==> config.mk <==
export PLATFORM = sky130hd
export DESIGN_NAME = reg_file
export DESIGN_NICKNAME = d
export VERILOG_FILES = /design/src/rtl/reg_file.sv
export SDC_FILE = /design/constraint.sdc
export NUM_CORES = 2
export LEC_CHECK = 0
export CORE_MARGIN = 5
export CORE_UTILIZATION = 40
export DETAILED_ROUTE_END_ITERATION = 10
export GPL_TIMING_DRIVEN = 0
export SLEW_MARGIN = 10
export SYNTH_ARGS = -nofsm -noshare
export SYNTH_HDL_FRONTEND = slang
export SYNTH_SLANG_ARGS = --single-unit
==> constraint.sdc <==
create_clock -name clk -period 14.75 [get_ports clk]
set_input_delay 4.425 -clock clk [delete_from_list [all_inputs] [get_ports clk]]
set_output_delay 4.425 -clock clk [all_outputs]
set_load 0.02 [all_outputs]
==> src/rtl/reg_file.sv <==
// General-purpose register file: two combinational read ports, one write port.
// Register 0 optionally hardwired to zero.
module reg_file #(
    parameter int DATA_WIDTH = 32,
    parameter int ADDR_WIDTH = 5,
    parameter int ZERO_REG   = 1
) (
    input  logic                  clk,
    input  logic                  reset,
    input  logic [ADDR_WIDTH-1:0] rs1,
    input  logic [ADDR_WIDTH-1:0] rs2,
    input  logic [ADDR_WIDTH-1:0] rd,
    input  logic [DATA_WIDTH-1:0] din,
    input  logic                  enable,
    input  logic                  rw,
    output logic [DATA_WIDTH-1:0] out1,
    output logic [DATA_WIDTH-1:0] out2
);

    localparam int DEPTH = 2 ** ADDR_WIDTH;

    logic [DATA_WIDTH-1:0] regs [DEPTH];

    logic rd_is_zero;
    logic rs1_is_zero;
    logic rs2_is_zero;
    logic wr_en;

    assign rd_is_zero  = (ZERO_REG != 0) && (rd == '0);
    assign rs1_is_zero = (ZERO_REG != 0) && (rs1 == '0);
    assign rs2_is_zero = (ZERO_REG != 0) && (rs2 == '0);

    assign wr_en = enable && rw && !rd_is_zero;

    always_ff @(posedge clk) begin
        if (!reset) begin
            for (int i = 0; i < DEPTH; i++) begin
                regs[i] <= '0;
            end
        end else if (wr_en) begin
            regs[rd] <= din;
        end
    end

    // No bypass of din: a same-cycle write only becomes visible after the edge.
    always_comb begin
        out1 = '0;
        out2 = '0;
        if (enable) begin
            if (!rs1_is_zero) begin
                out1 = regs[rs1];
            end
            if (!rs2_is_zero) begin
                out2 = regs[rs2];
            end
        end
    end

endmodule

==> impl_metrics.tcl <==
set metrics [dict create \
    wl_met1_mm 80.5 \
    die_h_um 378 \
    max_freq_ghz 0.0740 \
    largest_registers "regs (1024)" \
    yosysTopAreaCell "edfxtp_1" \
    finalCriticalPeriod_ps 13520 \
    p_clk_share_pct 39.9 \
    synth_top_area_share_pct 56.6 \
    first_iter_violations 5652 \
    ys_seq_elements 1024 \
    fin_tns_setup_ps 0 \
    gr-total-overflow 0 \
    port_buffers 106 \
    antenna_found_initial 12 \
    worst_pin_slew_ps 1420 \
    initial_core_util_pct 40.2 \
    p_leak_nw 22.3 \
    drc 0 \
    synthCells 3885 \
    fillers 12000 \
    grt_max_degree 33 \
    final_antenna_net_count 0 \
    mostFrequentLayoutCell "edfxtp_1" \
    rsz0062_at_grt "no" \
    ys.flop_type "edfxtp_1" \
    relSlewSlack_pct 5.15 \
    ys_top_cells_by_area "edfxtp_1, mux4_2, and2_1, mux2i_1, a22oi_1" \
    cts_buffer_depth 3 \
    swShare_pct 26.0 \
    start_kind "input port" \
    drive_gt1_share_pct 17.6 \
    synthesis.area_mm2 0.0543 \
    ys_types 44 \
    htreeDepth 3 \
    hpwlAfterDp_mm 156 \
    post-cts-setup-buffer-count 0 \
    core_mm2 0.135 \
    final_cell_mix "edfxtp_1, and2_1, mux2i_1, mux4_2, clkbuf_1" \
    end_kind "output pin" \
    vias 38300 \
    core.rowCount 135 \
    cts_hold_buf 0 \
    grt_pass1_wl_mm 298 \
    finalSetupViolCount 0 \
    status "completed" \
    grt.total_usage_pct 30.3 \
    finalCritPeriodShare_pct 91.7 \
    p_int_mw 5.31 \
    route.met3.wl_mm 26.1 \
    clk_pin_slew_ps 60 \
    postSynthAreaPerCell_um2 14.0 \
    peakVddDrop_v 0.000102 \
    finalMaxSlewViolations 0 \
    power.share.sequential_pct 47.8 \
    arrival_ps 9100 \
    numCtsBuffers 110 \
    pin_count 115 \
    routed_via_density 6.32 \
    p_sw_mw 1.87 \
    yosysWarnings 0 \
    ys_seq_area_share_pct 56.6 \
    synthArstFlopShare_pct 0 \
    post_cts_resized 0 \
    largest_register "regs" \
    hold_depth 2 \
    synth_edf_count 1024 \
    clock-root-buffer "clkbuf_16" \
    finalHoldViolCount 0 \
    fin_nets 4229 \
    cts_tree "done" \
    wl_met2_mm 100 \
    p_per_area_mw_per_mm2 114 \
    timing.max_cap.violations 0 \
    path_class "input port to output pin" \
    dieArea_mm2 0.143 \
    crit_path_max_fanout 10 \
    clock_sinks 1024 \
    die_x_um 378 \
    largest_reg_flops 1024 \
    p_total_mw 7.17 \
    gp_congestion 0.951 \
    pwr-share-comb_pct 12.3 \
    first_global_vias 37900 \
    wl_per_cell_um 36.3 \
    syn_to_final_growth_pct 15.5 \
    wl_mm 220 \
    min_path_type "input port to flip-flop" \
    critPathRequiredTime_ps 10320 \
    fin_hold_ws_ps 4450 \
    drt_pass1_iterations 8 \
    top_layer "met5" \
]
## cell type report
| type | instances | area, um^2 | area share (%) |
|---|---|---|---|
| Timing Repair Buffer | 150 | 2120 | 3.39 |
| Clock buffer | 132 | 2880 | 4.59 |
| Inverter | 2 | 7.51 | 0.0120 |
| Buffer | 410 | 1920 | 3.06 |
| Sequential cell | 1024 | 30700 | 49.0 |
| Tap cell | 1781 | 2230 | 3.55 |
| Antenna cell | 4 | 10.0 | 0.0160 |
| Clock inverter | 73 | 734 | 1.17 |
| Multi-Input combinational cell | 2480 | 22100 | 35.2 |
## path summary, 6_finish.rpt
kind,start,to,slack [ps]
hold / removal,din[26],regs[5][26],4450
setup / recovery,rs2[3],out2[10],1230
## stage by stage
step                area [um^2]  cells  worst slack, ps  utilization (%)
floorplan                 54400   3916             4490                -
global placement          57700   5803             1610             42.7
detailed placement        59100   5847             1570             43.7
CTS                       62700   6052             1560             46.4
global route              62700   6052             1420             46.4
finish                    62700   6056             1230             46.4
## cell usage after synthesis, types with 4 or more instances
cell / number
clkbuf_2: 33
nor2b_1: 6
mux2_2: 32
nor3_2: 10
buf_4: 14
mux4_2: 288
a21oi_1: 94
clkbuf_1: 238
nand2_1: 72
nand2b_1: 13
and3_1: 30
nand3b_1: 6
buf_1: 4
and2_1: 995
mux2i_1: 384
edfxtp_1: 1024
a2bb2oi_1: 31
o21ai_0: 22
a22oi_1: 253
nor2_1: 13
nor2_2: 14
nand4_1: 64
nand3_1: 99
buf_2: 100
buf_6: 21
## logic make-up after synthesis
| group | Yosys count | share of synthesized area, % |
|---|---|---|
| AO/OA/AOI/OAI | 405 | 5.14 |
| buffers and inverters | 412 | 3.54 |
| flip-flops | 1024 | 56.6 |
| multiplexers | 704 | 19.7 |
| other | 1 | 0.00691 |
| AND/OR/NAND/NOR | 1339 | 15.0 |
## critical path, cell delays in order
cell,delay (ps)
clkdlybuf4s50_1,840
inv_1,180
nor4b_2,1200
clkbuf_1,1080
a22oi_1,290
nand4_1,340
clkdlybuf4s50_1,720
## power groups by stage
stage	Clock (mW)	Sequential (mW)	Combinational, mW
after detailed placement	0	3.49	0.862
after global placement	0	3.50	0.814
after global routing	2.96	3.45	0.901
after CTS	2.85	3.43	0.864
after floorplan	0	3.47	0.474
final	2.86	3.43	0.883
## per-layer routing
metal	up-vias	global-route usage, %
li1	15300	-
met3	666	8.64
met4	8	15.6
met1	19500	38.3
met2	2780	47.5
met5	-	0.755
No activity file was read; power rests on OpenSTA's default activity.
